File: src/rtl/uart_rx.sv
// Serial UART receiver: 2-flop line synchroniser, mid-bit sampling on a 16x tick, LSB-first data, stop-bit check.
// Latency: o_data/o_valid/o_frame_error are registered one cycle after the stop-bit sample edge.
// Backpressure: none; o_valid is a single-cycle pulse and a downstream consumer must capture it.
module uart_rx #(
    parameter int NB_DATA = 8,
    parameter int SB_TICK = 16
) (
    input  logic               i_clk,
    input  logic               i_reset,
    input  logic               i_tick,
    input  logic               i_rx_data,
    output logic [NB_DATA-1:0] o_data,
    output logic               o_valid,
    output logic               o_frame_error
);

    localparam int TICK_SPAN = (SB_TICK > 16) ? SB_TICK : 16;
    localparam int TW        = $clog2(TICK_SPAN);
    localparam int BW        = (NB_DATA > 1) ? $clog2(NB_DATA) : 1;

    localparam logic [TW-1:0] MID_TICK  = TW'(7);
    localparam logic [TW-1:0] LAST_TICK = TW'(15);
    localparam logic [TW-1:0] STOP_TICK = TW'(SB_TICK - 1);
    localparam logic [BW-1:0] LAST_BIT  = BW'(NB_DATA - 1);

    typedef enum logic [2:0] {
        IDLE,
        START,
        DATA,
        STOP,
        WAIT_IDLE
    } state_t;

    state_t             state;
    logic               rx_meta;
    logic               rx_s;
    logic [TW-1:0]      tick_cnt;
    logic [BW-1:0]      bit_cnt;
    logic [NB_DATA-1:0] shreg;

    // The line is idle high, so the synchroniser resets to 1 to avoid a false start bit.
    always_ff @(posedge i_clk or negedge i_reset) begin
        if (!i_reset) begin
            rx_meta <= 1'b1;
            rx_s    <= 1'b1;
        end else begin
            rx_meta <= i_rx_data;
            rx_s    <= rx_meta;
        end
    end

    always_ff @(posedge i_clk or negedge i_reset) begin
        if (!i_reset) begin
            state         <= IDLE;
            tick_cnt      <= '0;
            bit_cnt       <= '0;
            shreg         <= '0;
            o_data        <= '0;
            o_valid       <= 1'b0;
            o_frame_error <= 1'b0;
        end else begin
            o_valid       <= 1'b0;
            o_frame_error <= 1'b0;
            case (state)
                IDLE: begin
                    if (!rx_s) begin
                        state    <= START;
                        tick_cnt <= '0;
                    end
                end
                START: begin
                    if (i_tick) begin
                        if (tick_cnt == MID_TICK) begin
                            tick_cnt <= '0;
                            bit_cnt  <= '0;
                            state    <= rx_s ? IDLE : DATA;
                        end else begin
                            tick_cnt <= tick_cnt + 1'b1;
                        end
                    end
                end
                DATA: begin
                    if (i_tick) begin
                        if (tick_cnt == LAST_TICK) begin
                            tick_cnt <= '0;
                            shreg    <= {rx_s, shreg[NB_DATA-1:1]};
                            if (bit_cnt == LAST_BIT) begin
                                state <= STOP;
                            end else begin
                                bit_cnt <= bit_cnt + 1'b1;
                            end
                        end else begin
                            tick_cnt <= tick_cnt + 1'b1;
                        end
                    end
                end
                STOP: begin
                    if (i_tick) begin
                        if (tick_cnt == STOP_TICK) begin
                            tick_cnt <= '0;
                            if (rx_s) begin
                                o_data  <= shreg;
                                o_valid <= 1'b1;
                                state   <= IDLE;
                            end else begin
                                o_frame_error <= 1'b1;
                                state         <= WAIT_IDLE;
                            end
                        end else begin
                            tick_cnt <= tick_cnt + 1'b1;
                        end
                    end
                end
                WAIT_IDLE: begin
                    // A break or stuck-low line must return high before a new start bit is honoured.
                    if (rx_s) begin
                        state <= IDLE;
                    end
                end
                default: state <= IDLE;
            endcase
        end
    end

endmodule

File: config.mk
export PLATFORM = sky130hd
export DESIGN_NAME = uart_rx
export DESIGN_NICKNAME = d
export VERILOG_FILES = /design/src/rtl/uart_rx.sv
export SDC_FILE = /design/constraint.sdc
export NUM_CORES = 1
export LEC_CHECK = 0
export CAP_MARGIN = 40
export CORE_UTILIZATION = 35
export CTS_CLUSTER_DIAMETER = 40
export DETAILED_ROUTE_END_ITERATION = 10
export GPL_TIMING_DRIVEN = 0
export SLEW_MARGIN = 20
export SYNTH_ARGS = -nofsm -noshare
export SYNTH_HDL_FRONTEND = slang
export SYNTH_SLANG_ARGS = --single-unit
export TNS_END_PERCENT = 1
File: constraint.sdc
create_clock -name i_clk -period 2.2 [get_ports i_clk]
set_clock_uncertainty 0.2 [all_clocks]
set_input_delay 0.33 -clock i_clk [delete_from_list [all_inputs] [get_ports i_clk]]
set_output_delay 0.33 -clock i_clk [all_outputs]
set_load 0.02 [all_outputs]
==> out/metrics.cfg, run 1 <==
[setup_path]
max_stage_delay_ns=0.66
cp.required_ns=2.17
cp_max_fo=8
r2r_slack_ns=0.24
crit_type=input port to register
path_delay_family=buffers and inverters
rr_startpoint=tick_cnt[0]
arrival_ns=1.93
startpoint_type=input port
crit_slowest_cell=clkdlybuf4s50_1
reg2reg_to=bit_cnt[0]
worstPathBufferInverterCount=1
reg2regPathDepth=5
endpoint_kind=register
crit_chain=clkdlybuf4s50_1 -> nand4_4 -> nor3_4 -> mux2_2

[global_routing]
busiest_layer=met2
antenna_found_initial=0
grt_util_met1_pct=14.2
grt_use_met2_pct=23.8
grt_use_total_pct=13.9
grt_overflow=0
grt_max_degree=31
use_met3_pct=5.73
grt_pass1_vias=960
grt_pass1_wl_um=4240

[sta]
period_share_pct=89.1
timing.fmax_mhz=510
hold-worst-slack_ns=0.158
hold_viol=0
slew_viol_final=0
grt_setup_unrepaired=no
finalSetupViolCount=0
relSlewSlack_pct=56.5
min_period_ns=1.96
max_slew.worst_pin.slew_ns=0.652

[clock_network]
clk_pin_slew_ns=0.07
clock_latency_ns=0.28
cts_max_level=2
clockBufferDepth=2
cts_made_buffers=5
cts_setup_buffers=0
root_buffer=clkbuf_8
cts_sinks=30
cts_tree=done

[die]
ios=14
die_area_um2=4250
row_count=22
core_area_um2=3740
dieWidth_um=65.2
die_y_um=65.2
initial_utilization_pct=37.3

[route]
routed_wl_um=2420
viasPerCell=5.06
postRouteAntennaNets=0
drc=0
initialDrtViolationCount=31
wl_per_cell_um=13.3
drt_pre_antenna_iters=3
num_vias=921

[yosys]
synthMuxAreaShare_pct=16.6
synth_cell_type_count=35
synthXorXnorAreaFrac_pct=0
syn_inst=112
synthTopCellsByCount=dfrtp_1 (28), mux2_2 (16), inv_1 (6), o21ai_0 (6)
synth_compound_area_share_pct=8.42
synth.net_count=119
post-synth-top-count-cell=dfrtp_1
synthArstFlopShare_pct=100
synth_seq_area_share_pct=53.9
synth-simple-area-share_pct=14.9
syn-cell-area_um2=1400
yosysTopAreaCell=dfrtp_1
yosys_most_used_dff=dfrtp_1
synth.area.top_cells=dfrtp_1 (50%), mux2_2 (13%), dfstp_2 (3.8%)
yosys.area.top_type_share_pct=50.1
synth-seq-cells=30
syn_avg_cell_area_um2=12.5
synth-edff-count=0
ys_warn_count=0
synthAdderAreaFrac_pct=2.69
synth_top_family_by_area=multiplexers

[power_and_ir_drop]
p_comb_share_pct=29.1
seq_power_share_pct=43.4
switching_power_w=0.000520
power.density_nw_per_um2=932
vdd_ir_drop_max_mv=0.378
swShare_pct=33.1
clkPwrFrac_pct=27.5
p_total_w=0.00157
p_int_w=0.00105
p_leak_nw=0.787

[hold_path]
hold_depth=0
min_to=rx_s
min_from=rx_meta
min_path_type=register to register

[cells_and_area]
insertedDiodeCount=0
syn_to_final_growth_pct=20.4
drive_above_1_share_pct=28.4
fin_cells=182
nets=140

[status]
outcome=finished, final reports clean

[placement]
dp.cells=173
place_congestion=0.769
portBuffers=13
dp_hpwl_um=1700

[run]
drv_cap=0

==> stage by stage <==
stage	worst slack (ns)	instance area [um^2]	util (%)	TNS, ns
detailed placement	-0.0734	1580	42.3	-0.534
global placement	-0.0353	1590	42.4	-0.268
global route	0.139	1680	45.0	0
CTS	0.227	1680	45.0	0
finish	0.239	1680	45.0	0
floorplan	0.412	1400	-	0
==> how the worst max path moves through the flow <==
stage	from	endpoint	slack, ns	cells after the start
3_3_place_gp	i_tick	shreg[3]	-0.04	4
6_report	i_tick	shreg[4]	0.24	4
5_1_grt	tick_cnt[0]	bit_cnt[0]	0.14	5
2_1_floorplan	tick_cnt[0]	bit_cnt[0]	0.41	5
3_5_place_dp	i_tick	shreg[4]	-0.07	4
4_1_cts	i_tick	shreg[4]	0.23	4
==> worst register-to-register path, delay by kind of cell (launching register included) <==
kind / cells / cell delay, ns
fa+ha+maj: 1 / 0.31
compound gates: 1 / 0.22
flops: 1 / 0.39
simple gates: 2 / 0.41
mux: 1 / 0.32
==> flip-flops by register name, summed over array words and instances (netlist names) <==
| signal | count |
|---|---|
| shreg | 8 |
| o_frame_error | 1 |
| rx_meta | 1 |
| o_data | 8 |
| bit_cnt | 3 |
| state | 3 |
| o_valid | 1 |
| rx_s | 1 |
| tick_cnt | 4 |
==> kinds of logic after synthesis <==
logic type / after synthesis
buf+inv: 9
compound gates: 18
flops: 30
mux: 21
fa+ha+maj: 3
simple gates: 31
==> metal layers <==
metal | vias to the layer above | share of wire (%) | wire length [um]
met5 | - | 0 | 0
met3 | 6 | 4.3 | 105
met1 | 459 | 45 | 1080
met2 | 13 | 49 | 1190
met4 | 0 | 1.8 | 44
li1 | 443 | - | -
==> cell type report <==
cell class / count / area [um^2]
sequential: 30 / 753
timing repair buffer: 14 / 135
buffer: 3 / 27.5
clock buffer: 5 / 68.8
fill: 370 / 2060
clock inverter: 3 / 21.3
tap: 48 / 60.1
inverter: 6 / 22.5
multi-input combinational: 73 / 594
==> repair_timing <==
action                                 CTS  global route
setup endpoints to repair                0             0
resized for setup                        0             0
hold buffers                             1             0
endpoints found under the hold margin   28             0
==> power groups by stage <==
stage               clock network, W  logic [W]  registers [W]
floorplan                          0   0.000367       0.000678
global placement                   0   0.000441       0.000687
detailed placement                 0   0.000461       0.000692
CTS                         0.000450   0.000462       0.000682
global route                0.000478   0.000513       0.000690
finish                      0.000432   0.000456       0.000681
==> cell usage in the layout, fill, tap and decap left out, types with 2 or more instances in the layout <==
| cell type | count |
|---|---|
| a21oi_1 | 4 |
| nand2_1 | 5 |
| nand3_1 | 2 |
| buf_6 | 2 |
| nor2_1 | 5 |
| dfrtp_1 | 28 |
| mux2i_1 | 4 |
| or3_1 | 2 |
| mux2_2 | 16 |
| and2b_1 | 2 |
| clkbuf_8 | 5 |
| clkdlybuf4s50_1 | 12 |
| o22ai_1 | 2 |
| dfstp_2 | 2 |
| o21ai_0 | 6 |
| ha_1 | 3 |
| nand2b_1 | 4 |
| inv_1 | 6 |
Note: power is estimated with default switching activity, not from simulation.
==> inputs of run 2 (changes only) <==
GPL_TIMING_DRIVEN = not set   (was 0)
==> run 2 against run 1 <==
Power is 1.5% lower. Final cell count is 0.55% lower. Sequential share of layout area is 0.20 points lower. Maximum frequency is 1.0% higher. Count of clock-buffer cells in the layout is 1 higher. Routed wire length is 0.66% higher. Global-route usage is 0.24 points higher. Critical path type is now register to register. Clock power is 5.8% higher. Die area stayed put. Via count is 1.5% lower. Register-to-register slack better by 0.02 ns.
==> out/metrics.cfg, run 2 (synthesis gave the netlist of run 1 again) <==
[status]
outcome=finished, final reports clean

[global_routing]
grt_use_total_pct=14.1  ; +0.24 points
antenna_found_initial=0  ; unchanged
grt_pass1_vias=928  ; -3.3%
grt_pass1_wl_um=4280  ; +1.1%
grt_max_degree=31  ; unchanged
grt_overflow=0  ; unchanged

[sta]
hold_viol=0  ; unchanged
max_slew.worst_pin.slew_ns=0.390  ; -0.262 ns
slew_viol_final=0  ; unchanged
period_share_pct=88.2  ; -0.93 points
relSlewSlack_pct=74.0  ; +17 points
timing.fmax_mhz=515  ; +1.0%
min_period_ns=1.94  ; -0.0204 ns
finalSetupViolCount=0  ; unchanged
setup_ws_ns=0.260  ; +0.0204 ns
grt_setup_unrepaired=no
hold-worst-slack_ns=0.159  ; +0.000657 ns
setup_tns_ns=0  ; unchanged

[hold_path]
min_path_type=register to register

[die]
dieWidth_um=65.2  ; unchanged
die_area_um2=4250  ; unchanged
core_area_um2=3740  ; unchanged
die_y_um=65.2  ; unchanged
row_count=22  ; unchanged
ios=14  ; unchanged
initial_utilization_pct=37.3  ; unchanged

[setup_path]
crit_type=register to register
arrival_ns=1.90  ; -0.03 ns
cp_max_fo=5  ; -3
reg2regPathDepth=5  ; unchanged
startpoint_type=register
r2r_slack_ns=0.26  ; +0.02 ns
crit_start=tick_cnt[0]
rr_startpoint=tick_cnt[0]
reg2reg_to=bit_cnt[0]
crit_end=bit_cnt[0]
cp.required_ns=2.16  ; about the same
endpoint_kind=register

[clock_network]
clockBufferDepth=2  ; unchanged
cts_resized=0  ; unchanged
clk_pin_slew_ns=0.07  ; about the same
cts_setup_buffers=0  ; unchanged
cts_made_buffers=5  ; unchanged
clock_latency_ns=0.28  ; about the same
cts_tree=done
cts_hold_buf=0  ; -1
cts_sinks=30  ; unchanged
cts_max_level=2  ; unchanged
root_buffer=clkbuf_8

[route]
drc=0  ; unchanged
num_vias=907  ; -1.5%
routed_wl_um=2430  ; +0.66%
viasPerCell=5.01  ; -0.98%
drt_pre_antenna_iters=4  ; +1
initialDrtViolationCount=44  ; +42%
wl_per_cell_um=13.4  ; +1.2%
postRouteAntennaNets=0  ; unchanged

[power_and_ir_drop]
p_leak_nw=0.788  ; about the same
p_total_w=0.00155  ; -1.5%
power.density_nw_per_um2=915  ; -1.9%
vdd_ir_drop_max_mv=0.431  ; +14%

[placement]
post_dp_cell_area_um2=1600  ; +0.79%
portBuffers=13  ; unchanged
dp_hpwl_um=1650  ; -3.0%
place_worst_setup_slack_ns=0.0837  ; +0.157 ns
place_congestion=0.851  ; +11%

[cells_and_area]
ff_latch_area_um2=753  ; unchanged
multi_input_area_um2=594  ; unchanged
final_common_cell=dfrtp_1
insertedDiodeCount=0  ; unchanged
final_cell_mix=dfrtp_1 (28), mux2_2 (16), clkdlybuf4s50_1 (13)
syn_to_final_growth_pct=20.9
nets=139  ; -0.71%
fin_area_um2=1690  ; +0.45%
drive_above_1_share_pct=27.8  ; -0.54 points
top_regs=o_data x8, shreg x8, tick_cnt x4
fillers=361  ; -2.4%

[run]
drv_cap=0  ; unchanged

run 2: cell count changes in the layout (fill, tap and decap cells not counted):
cell             change
buf_4                +2
buf_6                -2
buf_12               +1
buf_2                -1
clkbuf_2             -1
clkbuf_8             +1
clkdlybuf4s50_1      +1
clkinv_4             -1
dlygate4sd3_1        -1
run 2: cell type report:
| class | count | area share, % |
|---|---|---|
| flip-flops and latches | 30 | 44.6 |
| multi-input cells | 73 | 35.2 |
| repair buffers | 16 | 9.77 |
| clock buffers | 6 | 4.89 |
| well taps | 48 | 3.55 |
| inverters | 6 | 1.33 |
| clock inverters | 2 | 0.740 |
run 2: critical path, stage by stage (launching register included):
cell	delay, ns
dfrtp_1	0.38
ha_1	0.29
nand3_1	0.16
a22oi_2	0.23
and3_4	0.24
mux2_1	0.32
run 2: report_power, final:
part	internal (W)	switching, W	leakage, nW
Sequential	0.000621	0.000114	0.397
Clock	0.000251	0.000206	0.0472
Combinational	0.000175	0.000180	0.343
Total	0.00105	0.000500	0.788
run 2: worst min path at each step:
| stage | from | endpoint | slack, ns | cells past startpoint |
|---|---|---|---|---|
| 2_1_floorplan | i_reset | bit_cnt[0] | -0.17 | 0 |
| 3_3_place_gp | rx_meta | rx_s | 0.15 | 0 |
| 3_5_place_dp | rx_meta | rx_s | 0.15 | 0 |
| 4_1_cts | rx_meta | rx_s | 0.16 | 0 |
| 5_1_grt | rx_meta | rx_s | 0.16 | 0 |
| 6_report | rx_meta | rx_s | 0.16 | 0 |
run 2: through the flow:
step                std cells  utilization (%)
floorplan                 112                -
global placement          173             42.6
detailed placement        173             42.6
CTS                       181             45.2
global route              181             45.2
finish                    181             45.2
run 2: per-layer routing:
layer / vias up / part of all wire, % / track usage (%)
met5: - / 0 / 0
met4: 0 / 2.5 / 8.15
met3: 5 / 6.1 / 6.25
met2: 22 / 47 / 22.7
met1: 444 / 44 / 15.3
li1: 436 / - / -
